`config.mk`:
```
export PLATFORM = sky130hd
export DESIGN_NAME = t03_ssscan
export DESIGN_NICKNAME = d
export VERILOG_FILES = /design/src/rtl/t03_ss_pkg.sv /design/src/rtl/t03_ssdec.sv /design/src/rtl/t03_ssscan.sv
export SDC_FILE = /design/constraint.sdc
export NUM_CORES = 1
export LEC_CHECK = 0
export ABC_AREA = 1
export CAP_MARGIN = 20
export CORE_MARGIN = 2
export CORE_UTILIZATION = 32
export DETAILED_ROUTE_END_ITERATION = 7
export PLACE_DENSITY = 0.56
export SLEW_MARGIN = 10
export SYNTH_ARGS = -nofsm -noshare
export SYNTH_HDL_FRONTEND = slang
export SYNTH_HIERARCHICAL = 1
export SYNTH_SLANG_ARGS = --single-unit
```
`constraint.sdc`:
```
create_clock -name clk -period 3.56 [get_ports clk]
set_clock_uncertainty 0.1 [all_clocks]
set_input_delay 0.356 -clock clk [delete_from_list [all_inputs] [get_ports clk]]
set_output_delay 0.356 -clock clk [all_outputs]
set_load 0.005 [all_outputs]
```
`src/rtl/t03_ss_pkg.sv`:
```
// Shared types and constants for the seven-segment scanner.
package t03_ss_pkg;

  // Scan FSM states.
  typedef enum logic [1:0] {
    ST_IDLE  = 2'd0,
    ST_ON    = 2'd1,
    ST_GUARD = 2'd2
  } state_t;

  // Segment pattern for a leading-zero-blanked digit.
  localparam logic [7:0] SEG_BLANK  = 8'h00;
  // Segment pattern while no digit is selected (idle or guard time).
  localparam logic [7:0] SEG_ALLOFF = 8'h00;

  // Largest of three integers, used to size the slot counter.
  function automatic int max3(input int a, input int b, input int c);
    int m;
    m = a;
    if (b > m) m = b;
    if (c > m) m = c;
    return m;
  endfunction

endpackage

```
`src/rtl/t03_ssdec.sv`:
```
// Hex nibble to seven-segment decoder (bit 0 = segment a); outputs blank when disabled.
module t03_ssdec
  import t03_ss_pkg::*;
(
  input  logic       en,
  input  logic [3:0] nib,
  output logic [7:0] seg
);

  // Pure lookup; the parent registers the result.
  always_comb begin
    seg = SEG_BLANK;
    if (en) begin
      case (nib)
        4'h0: seg = 8'h3F;
        4'h1: seg = 8'h06;
        4'h2: seg = 8'h5B;
        4'h3: seg = 8'h4F;
        4'h4: seg = 8'h66;
        4'h5: seg = 8'h6D;
        4'h6: seg = 8'h7D;
        4'h7: seg = 8'h07;
        4'h8: seg = 8'h7F;
        4'h9: seg = 8'h6F;
        4'hA: seg = 8'h77;
        4'hB: seg = 8'h7C;
        4'hC: seg = 8'h39;
        4'hD: seg = 8'h5E;
        4'hE: seg = 8'h79;
        4'hF: seg = 8'h71;
        default: seg = SEG_BLANK;
      endcase
    end
  end

endmodule

```
`src/rtl/t03_ssscan.sv`:
```
// Multiplexed seven-segment display scanner with double-buffered value load.
//
// Load handshake: load_ready is high exactly when the pending buffer is empty.
// A transfer happens on a rising clock edge where load_valid && load_ready;
// load_data is ignored in every other cycle. The pending value becomes visible
// only at a frame end, so a frame is never drawn with a mix of old and new digits.
module t03_ssscan
  import t03_ss_pkg::*;
#(
  parameter int NDIGITS = 4,
  parameter int DWELL   = 1000,
  parameter int GUARD   = 16
) (
  input  logic                   clk,
  input  logic                   rst,
  input  logic                   enable,
  input  logic                   blank_lz,
  input  logic                   load_valid,
  output logic                   load_ready,
  input  logic [4*NDIGITS-1:0]   load_data,
  output logic [7:0]             seg,
  output logic [NDIGITS-1:0]     an,
  output logic                   frame_done,
  output state_t                 dbg_state
);

  localparam int CW = $clog2(max3(DWELL, GUARD, 2));
  localparam int IW = $clog2(NDIGITS);
  localparam logic [CW-1:0] DWELL_M1 = CW'(DWELL - 1);
  localparam logic [CW-1:0] GUARD_M1 = (GUARD > 0) ? CW'(GUARD - 1) : '0;
  localparam logic [IW-1:0] LAST_IDX = IW'(NDIGITS - 1);

  state_t                 state, state_nx;
  logic [CW-1:0]          cnt, cnt_nx;
  logic [IW-1:0]          idx, idx_nx, idx_inc;
  logic                   frame_end;
  logic [4*NDIGITS-1:0]   pending, active;
  logic                   pfull;
  logic [3:0]             nib;
  logic                   upper_nz;
  logic                   blanked;
  logic                   dec_en;
  logic [7:0]             dec_seg;
  logic [7:0]             seg_nx;
  logic [NDIGITS-1:0]     an_nx;

  assign load_ready = !pfull;
  assign dbg_state  = state;
  assign idx_inc    = (idx == LAST_IDX) ? '0 : idx + 1'b1;

  // Scan state, slot counter and digit index registers.
  always_ff @(posedge clk) begin
    if (rst) begin
      state <= ST_IDLE;
      cnt   <= '0;
      idx   <= '0;
    end else begin
      state <= state_nx;
      cnt   <= cnt_nx;
      idx   <= idx_nx;
    end
  end

  // Next-state logic; frame_end marks the cycle closing the last digit's slot.
  always_comb begin
    state_nx  = state;
    cnt_nx    = cnt;
    idx_nx    = idx;
    frame_end = 1'b0;
    if (!enable) begin
      state_nx = ST_IDLE;
      cnt_nx   = '0;
      idx_nx   = '0;
    end else begin
      case (state)
        ST_IDLE: begin
          state_nx = ST_ON;
          cnt_nx   = DWELL_M1;
          idx_nx   = '0;
        end
        ST_ON: begin
          if (cnt == '0) begin
            if (GUARD == 0) begin
              state_nx  = ST_ON;
              cnt_nx    = DWELL_M1;
              idx_nx    = idx_inc;
              frame_end = (idx == LAST_IDX);
            end else begin
              state_nx = ST_GUARD;
              cnt_nx   = GUARD_M1;
            end
          end else begin
            cnt_nx = cnt - 1'b1;
          end
        end
        ST_GUARD: begin
          if (cnt == '0) begin
            state_nx  = ST_ON;
            cnt_nx    = DWELL_M1;
            idx_nx    = idx_inc;
            frame_end = (idx == LAST_IDX);
          end else begin
            cnt_nx = cnt - 1'b1;
          end
        end
        default: begin
          state_nx = ST_IDLE;
          cnt_nx   = '0;
          idx_nx   = '0;
        end
      endcase
    end
  end

  // Pending/active buffers: accept a load when empty, swap at frame end.
  always_ff @(posedge clk) begin
    if (rst) begin
      pending <= '0;
      active  <= '0;
      pfull   <= 1'b0;
    end else begin
      if (frame_end && pfull) begin
        active <= pending;
        pfull  <= 1'b0;
      end
      if (load_valid && load_ready) begin
        pending <= load_data;
        pfull   <= 1'b1;
      end
    end
  end

  // Select the current nibble and detect whether it and all higher nibbles are zero.
  always_comb begin
    nib      = 4'h0;
    upper_nz = 1'b0;
    for (int i = 0; i < NDIGITS; i++) begin
      if (idx == IW'(i)) nib = active[4*i +: 4];
      if ((IW'(i) >= idx) && (active[4*i +: 4] != 4'h0)) upper_nz = 1'b1;
    end
  end

  assign blanked = blank_lz && (idx != '0) && !upper_nz;
  assign dec_en  = (state == ST_ON) && !blanked;

  t03_ssdec u_dec (
    .en  (dec_en),
    .nib (nib),
    .seg (dec_seg)
  );

  // Output drive; gated by enable so the display goes dark in the same cycle the FSM leaves.
  always_comb begin
    seg_nx = SEG_ALLOFF;
    an_nx  = '0;
    if (enable && (state == ST_ON)) begin
      seg_nx = dec_seg;
      an_nx  = NDIGITS'(1) << idx;
    end
  end

  // Registered outputs: one cycle behind the FSM.
  always_ff @(posedge clk) begin
    if (rst) begin
      seg        <= SEG_ALLOFF;
      an         <= '0;
      frame_done <= 1'b0;
    end else begin
      seg        <= seg_nx;
      an         <= an_nx;
      frame_done <= frame_end;
    end
  end

endmodule

```
# Yosys cells after proc, flatten, opt, wreduce, memory -nomap -nowiden
# Memories as Yosys holds them, arrays and structs flattened. A register that Yosys moved wholly into a read port is not among the register bits.
# Cells that the tools add are included.
[op_classes] n_addsub=2 multipliers=0 div_mod_pow=0 n_lt_le_gt_ge=4 n_eq_ne=7 shifts=1 muxes=22 bitwise_logic=4 n_reduce_logical=27
[op_table] operator="case mux 10 bit (3 select lines)" n=1
[op_table] operator="2-to-1 mux 10 bit" n=2
[op_table] operator="2-to-1 mux 4 bit" n=4
[op_table] operator="nonzero test 4 bit" n=4
[op_table] operator="logical AND 1 bit" n=10
[op_table] operator="logical NOT 10 bit" n=1
[op_table] operator="subtractor 10 x 1 -> 10 bit (second input constant)" n=1
[op_table] operator="2-to-1 mux 1 bit" n=9
[op_table] operator="2-to-1 mux 2 bit" n=4
[op_table] operator="equality test 2 bit (second input constant)" n=3
[op_table] operator="case mux 2 bit (3 select lines)" n=1
[op_table] operator="equality test 2 x 1 -> 1 bit (second input constant)" n=2
[op_table] operator=">= comparator 1 x 2 -> 1 bit (first input constant)" n=2
[op_table] operator=">= comparator 2 bit (first input constant)" n=2
[op_table] operator="logical NOT 2 bit" n=2
[op_table] operator="inequality test 2 bit (second input constant)" n=2
[op_table] operator="NOT 1 bit" n=4
[op_table] operator="case mux 2 bit (2 select lines)" n=1
[op_table] operator="AND reduction 2 bit" n=2
[op_table] operator="nonzero test 2 bit" n=2
[op_table] operator="OR reduction 2 bit" n=2
[op_table] operator="left shift 1 x 2 -> 4 bit (first input constant)" n=1
[op_table] operator="logical NOT 1 bit" n=3
[op_table] operator="OR reduction 3 bit" n=1
[op_table] operator="adder 2 x 1 -> 2 bit (second input constant)" n=1
[word_totals] ff_bits=60 latchBits=0 ramBits=0 rom_bits=112 n_memories=1
[memory_table] name="(name not given)" words=16 word_bits=7 rd=1 rd_ports_with_merged_regs=1 wr=0 line_no="t03_ssdec.sv:14" source="case (nib)"

# Depth between registers and ports, before layout
# Gate-level depths: netlist of the first run.
[logic_depth] depth_word=12 mapped_depth=15 mapped_depth_nobuf=15

# Cells and area by module
# The synthesis of the first run kept the hierarchy.
[by_module_without_submodules] mod="t03_ssscan" n_inst=1 cells_per_inst=364 area_each_um2=2630.0 seq_area_each_um2=1201.2
[by_module_without_submodules] mod="t03_ssdec" n_inst=1 cells_per_inst=51 area_each_um2=304.0 seq_area_each_um2=0.0

# Worst setup path after synthesis of the first run
# OpenSTA, ideal clock, no wires.
[synth_timing] path_kind="register to register" from="reg idx[0]" to="reg seg[3]" setup_ns=0.127 arrival_ns=2.045 required_time_ns=3.333 slack_ns=1.289 path_stages_with_launch=13 synth_period_minus_slack_ns=2.271 path_cell_list="dfxtp_1 -> inv_1 -> ha_1 -> inv_1 -> o211ai_1 -> a22oi_1 -> inv_1 -> ha_1 -> nand3b_1 -> nand2_1 -> nor2_2 -> inv_1 -> nor2_1"
[synth_lines] element="from (decl)" line_no="t03_ssscan.sv:35" source="logic [IW-1:0] idx, idx_nx, idx_inc;"
[synth_lines] element="from (signal assigned)" line_no="t03_ssscan.sv:60" source="idx <= idx_nx;"
[synth_lines] element="logical NOT 2 bit" line_no="t03_ssscan.sv:138" source="if (idx == IW'(i)) nib = active[4*i +: 4];"
[synth_lines] element="2-to-1 mux 4 bit (3 in series)" line_no="t03_ssscan.sv:138"
[synth_lines] element="2-to-1 mux 4 bit (*)" line_no="t03_ssscan.sv:138"
[synth_lines] element="via nib[0]" line_no="t03_ssscan.sv:39" source="logic [3:0] nib;"
[synth_lines] element="to (decl)" line_no="t03_ssscan.sv:21" source="output logic [7:0] seg,"
# Mark *: on every way through the listed nets, which the timed path passes. The rest lies on a longest branch.
# A chain may end at the register's enable or synchronous reset.

# Worst setup path in the final report of the first run
[layout_timing] from="reg idx[0]" to="reg seg[1]"
# The elaborated chain is that of the path after synthesis.

==> impl_metrics.tcl, run 1 <==
set metrics [dict create \
    final_antenna_net_count 0 \
    clkSinkCount 60 \
    pin_count 37 \
    p_switching_uw 395 \
    cts_tree "built" \
    first_global_vias 2341 \
    worstPathCellList "inv_1 -> ha_1 -> inv_1 -> o211ai_1 -> a22oi_1 -> inv_1 -> ha_1 -> nand3_1 -> nand2_1 -> a21oi_1 -> inv_1 -> nor2_1" \
    layout_commonest_cell "nor2_1" \
    synth-xor-area-share_pct 0.896 \
    yosysSeqAreaShare_pct 40.9 \
    netlist-cell-type-count 34 \
    min_path_type "reg -> reg" \
    ir_worst_vdd_v 0.000190 \
    status "complete, no violations" \
    grt_util_all_layers_pct 12.9 \
    most-common-layout-cells "nor2_1, nand2_1, dfxtp_1" \
    r2r_cells 12 \
    crit_slowest_cell "dfxtp_1" \
    diodes 0 \
    initial_utilization_pct 33.3 \
    powerDensity_nw_per_um2 401 \
    drive_gt1_share_pct 6.14 \
    timing.rr.end "seg[1]$_SDFF_PP0_" \
    synthTopCellsByArea "dfxtp_1, nor2_1, nand2_1, inv_1, ha_1" \
    die_h_um 99.8 \
    worst_path_most_repeated_cell "inv_1" \
    die-area_sq_um 9950 \
    clk_latency_ps 340 \
    final_nets 485 \
    worstPathArrival_ps 2730 \
    ctsResizeCount 0 \
    hold_viol 0 \
    antenna_found_initial 0 \
    fmax_mhz 390 \
    drt_wl_total_um 6000 \
    cts_max_level 3 \
    synth_top_family_by_area "simple AND/OR/NAND/NOR gates" \
    p_int_mw 1.01 \
    nFillCells 948 \
    p_comb_share_pct 11.0 \
    path_clk_slew_ps 70 \
    synth_top_cell_by_area "dfxtp_1" \
    min_path_cells 1 \
    design.core.area_sq_um 8810 \
    synthAdderAreaFrac_pct 5.54 \
    cts_buffers 9 \
    crit_fanout 8 \
    tightest_slew_ps 846 \
    pwr-share-seq_pct 50.4 \
    timing.final.crit_period_ps 2570 \
    switching_share_pct 28.0 \
    fin_crit_sh_pct 72.1 \
    synth_compound_area_share_pct 10.9 \
    drv_slew 0 \
    worstHoldEndpoint "cnt[0]$_SDFF_PP0_" \
    dp_hpwl_um 4310 \
    cap_violations 0 \
    worstHoldStart "cnt[0]$_SDFF_PP0_" \
    cp-start-kind "flop" \
    worst-path-buf-inv 4 \
    drtIter0Drc 97 \
    num_rows 34 \
    dr.pass1.iters 4 \
    synthCells 415 \
    rrSetupSlack_ps 990 \
    max_stage_delay_ps 470 \
    p_leak_nw 1.64 \
    cp-end-kind "flop" \
    p_clk_share_pct 38.6 \
    synth.mux.area_fraction_pct 0 \
    setup_viol 0 \
    area_growth_pct 19.6 \
    drc 0 \
    synth_nets 449 \
    ctsHoldBuffers 0 \
    relSlewSlack_pct 43.6 \
    wl_per_cell_um 10.6 \
    grt_pass1_wl_um 10400 \
    clockBufferDepth 2 \
    grt_setup_unrepaired "no" \
    root_buffer "clkbuf_8" \
    viasPerCell 4.44 \
    numPortBuffers 36 \
    tns_ps 0 \
    critical_path_class "reg -> reg" \
    vias 2503 \
    power_mw 1.41 \
    syn_avg_cell_area_sq_um 7.07 \
    grt_max_degree 34 \
    gp_congestion 0.836 \
    synth_simple_gate_area_share_pct 29.8 \
    grt-ovfl-total 0 \
    syn_area_sq_um 2930 \
    reg2reg_from "idx[0]$_SDFFE_PP0P_" \
    ys_warn_count 6 \
    crit_required_ps 3720 \
    ys_ff_latch 60 \
    synth_top_area_share_pct 40.9 \
    cp_num_cells 12 \
    post_cts_buffers 0 \
    die_w_um 99.8 \
    critical-path-top-delay-family "adder cells" \
]
registers in the layout, summed over array words and instances (netlist names), 2 cells and up:
register and cells:
cnt 10, an 4, idx 2, pending 16, active 16, seg 8
dbg_state 2
routing by layer:
| metal | vias up | global-route usage, % | part of all wire (%) |
|---|---|---|---|
| li1 | 1371 | - | - |
| met1 | 1076 | 17.0 | 53 |
| met2 | 51 | 19.9 | 42 |
| met3 | 5 | 3.65 | 4.7 |
| met4 | 0 | 5.37 | 0.95 |
| met5 | - | 0 | 0 |
power groups by stage:
stage / clock (mW) / sequential, mW / combinational [mW]
6_report: 0.544 / 0.709 / 0.155
3_3_place_gp: 0 / 0.724 / 0.154
2_1_floorplan: 0 / 0.721 / 0.107
5_1_grt: 0.595 / 0.713 / 0.178
4_1_cts: 0.561 / 0.709 / 0.156
3_5_place_dp: 0 / 0.725 / 0.155
worst max-delay path by stage:
stage                        startpoint                end  slack, ps
finish              idx[0]$_SDFFE_PP0P_  seg[1]$_SDFF_PP0_        990
global route        idx[0]$_SDFFE_PP0P_  seg[3]$_SDFF_PP0_        680
CTS                 idx[0]$_SDFFE_PP0P_  seg[3]$_SDFF_PP0_        990
detailed placement  idx[0]$_SDFFE_PP0P_  seg[3]$_SDFF_PP0_       1010
global placement    idx[0]$_SDFFE_PP0P_  seg[3]$_SDFF_PP0_       1130
floorplan           idx[0]$_SDFFE_PP0P_  seg[3]$_SDFF_PP0_       1290
metrics by stage:
| stage | std cells | util (%) | setup slack, ps | cell area [sq um] | hold slack (ps) |
|---|---|---|---|---|---|
| after floorplan | 415 | - | 1290 | 2930 | 331 |
| after global placement | 548 | 37.8 | 1130 | 3330 | 349 |
| after detailed placement | 548 | 37.8 | 1010 | 3330 | 364 |
| after CTS | 564 | 39.8 | 987 | 3510 | 376 |
| after global routing | 564 | 39.8 | 678 | 3510 | 385 |
| final | 564 | 39.8 | 995 | 3510 | 365 |
kinds of logic after synthesis:
family	Yosys count
simple gates	206
other cells	1
xor+xnor	3
buf+inv	74
flops	60
fa+ha+maj	13
compound gates	58
cell type report:
class	count	area (sq um)	share of cell area, %
Tap cell	108	135	3.85
Multi-Input combinational cell	281	1390	39.5
Timing Repair Buffer	38	375	10.7
Sequential cell	60	1200	34.2
Inverter	61	234	6.67
Clock buffer	9	124	3.53
Clock inverter	7	52.6	1.50
Yosys cell counts (all sizes together):
| master | n |
|---|---|
| nor2 | 98 |
| nand2 | 74 |
| inv | 61 |
| dfxtp | 60 |
| o21ai | 30 |
| nand3 | 20 |
| a21oi | 16 |
| ha | 13 |
| buf | 8 |
| nor3 | 7 |
| clkbuf | 5 |
| o211ai | 5 |
| a22oi | 4 |
| nand4 | 3 |
| a31oi | 2 |
| nor4 | 2 |
| xor2 | 2 |
| a31o | 1 |
| conb | 1 |
| nand3b | 1 |
| nor3b | 1 |
| xnor2 | 1 |
No activity file was read; power rests on OpenSTA's default activity.
==> run 2: changes to the inputs <==
clock period = 2.6 ns   (was 3.56 ns; I/O delays follow)
==> run 2 against run 1 <==
- sequential cell count stayed put
- setup slack lost 730 ps
- combinational power rose by 39%
- power grew 59%
- clock-buffer cell count increased by 3
- first-iteration DRC count is 13% lower
- sequential share of layout area decreased by 0.98 points
- sequential power up 37%
- via count is 0.76% higher
- largest power group is now clock
- worst hold slack better by 15 ps
- clock power grew 93%
- largest cell class unchanged
- routed wire length grew 0.65%
==> impl_metrics.tcl, run 2 (synthesis results as in run 1) <==
set metrics [dict create \
    hold_viol 0 \
    fmax_mhz 427 \
    max_stage_delay_ps 470 \
    clkSinkCount 60 \
    final_nets 489 \
    endpoint "seg[3]$_SDFF_PP0_" \
    worstPathArrival_ps 2460 \
    numPortBuffers 36 \
    timing.rr.end "seg[3]$_SDFF_PP0_" \
    powerDensity_nw_per_um2 618 \
    cp-start-kind "flop" \
    clockBufferDepth 2 \
    grt_max_degree 34 \
    area_growth_pct 23.1 \
    seqCellArea_sq_um 1200 \
    post_cts_buffers 0 \
    cts_buffers 9 \
    dp_hpwl_um 4320 \
    worst_path_most_repeated_cell "inv_1" \
    die_w_um 99.8 \
    setup_viol 0 \
    root_buffer "clkbuf_8" \
    viasPerCell 4.44 \
    critical-path-top-delay-family "adder cells" \
    worstPathCellList "inv_1 -> ha_1 -> inv_1 -> o211ai_1 -> a22oi_1 -> inv_1 -> ha_1 -> nand3b_1 -> nand2_1 -> nor2_2 -> inv_1 -> nor2_1" \
    antenna_found_initial 0 \
    drt_wl_total_um 6040 \
    cp_num_cells 12 \
    vias 2522 \
    critical_path_class "reg -> reg" \
    r2r_cells 12 \
    p_leak_nw 1.71 \
    fin_util_pct 41.0 \
    nFillCells 936 \
    drtIter0Drc 84 \
    status "complete, no violations" \
    cap_violations 0 \
    crit_slowest_cell "dfxtp_1" \
    drc 0 \
    tightest_slew_ps 751 \
    dr.pass1.iters 4 \
    grt_setup_unrepaired "no" \
    layout_commonest_cell "nor2_1" \
    grt_pass1_wl_um 10400 \
    tns_ps 0 \
    relSlewSlack_pct 49.6 \
    crit_required_ps 2720 \
    path_clk_slew_ps 70 \
    num_rows 34 \
    grt-ovfl-total 0 \
    wl_per_cell_um 10.6 \
    pin_count 37 \
    die-area_sq_um 9950 \
    first_global_vias 2348 \
    most-common-layout-cells "nor2_1, nand2_1, dfxtp_1" \
    cts_max_level 3 \
    ctsResizeCount 0 \
    ctsHoldBuffers 0 \
    rrSetupSlack_ps 260 \
    reg2reg_from "idx[0]$_SDFFE_PP0P_" \
    initial_utilization_pct 33.3 \
    final_antenna_net_count 0 \
    crit_fanout 8 \
    worstSetupStartpoint "idx[0]$_SDFFE_PP0P_" \
    gp_congestion 0.842 \
    drv_slew 0 \
    diodes 0 \
    min_path_type "reg -> reg" \
    cp-end-kind "flop" \
    hold-worst-slack_ps 380 \
    fin_crit_sh_pct 90.0 \
    design.core.area_sq_um 8810 \
    timing.final.crit_period_ps 2340 \
    die_h_um 99.8 \
    cts_tree "built" \
    ir_worst_vdd_v 0.000287 \
    grt_util_all_layers_pct 12.9 \
    worst-path-buf-inv 4 \
    multi_input_area_sq_um 1390 \
    drive_gt1_share_pct 6.74 \
    clk_latency_ps 340 \
    reg_top3 "active x16, pending x16, cnt x10" \
]
run 2: cell count changes in the layout (fill, tap and decap cells not counted), sizes merged:
cell / before / now
buf: 2 / 6
bufinv: 0 / 3
clkbuf: 9 / 12
clkinv: 2 / 1
clkinvlp: 4 / 0
inv: 62 / 61
run 2: worst min-delay path by stage:
stage,start,end,cells after the start
after floorplan,rst,frame_done$_SDFF_PP0_,1
after global placement,cnt[0]$_SDFF_PP0_,cnt[0]$_SDFF_PP0_,1
after detailed placement,pending[2]$_SDFFE_PP0P_,active[2]$_SDFFE_PP0P_,2
after CTS,load_data[13],pending[13]$_SDFFE_PP0P_,3
after global routing,load_data[13],pending[13]$_SDFFE_PP0P_,3
final,pending[2]$_SDFFE_PP0P_,active[2]$_SDFFE_PP0P_,2
run 2: where the power goes:
| part | switching [mW] | internal (mW) |
|---|---|---|
| combinational | 0.123 | 0.0919 |
| sequential | 0.0206 | 0.952 |
| clock | 0.358 | 0.688 |
run 2: per-stage QoR:
stage | instance area [sq um] | total power, mW | setup slack [ps] | instances
floorplan | 2930 | 1.13 | 329 | 415
global placement | 3360 | 1.21 | 352 | 552
detailed placement | 3360 | 1.21 | 251 | 552
CTS | 3610 | 2.26 | 256 | 568
global route | 3610 | 2.33 | 27.6 | 568
finish | 3610 | 2.23 | 261 | 568
run 2: area by class of cell:
type                            instances  share of cell area (%)
Timing Repair Buffer                   42                    11.2
Tap cell                              108                    3.74
Multi-Input combinational cell        281                    38.4
Clock buffer                           12                    4.30
Sequential cell                        60                    33.3
Clock inverter                          4                    2.63
Inverter                               61                    6.48
run 2: worst min-delay path, cell delays in order, from the launching register on:
cell     delay, ps
dfxtp_1        320
nor2_1          50
nor2_1          80
run 2: routing by layer:
metal | vias to the layer above | track usage (%) | wire, um
met5 | - | 0 | 0
met4 | 0 | 4.74 | 68
met3 | 9 | 3.72 | 261
met2 | 48 | 19.6 | 2530
met1 | 1091 | 17.4 | 3180
li1 | 1374 | - | -
==> run 3: changes to the inputs <==
CTS_CLUSTER_DIAMETER = 80   (was not set)
==> results of run 3 <==
No change in the layout: final DEF, timing and power equal those of run 2.
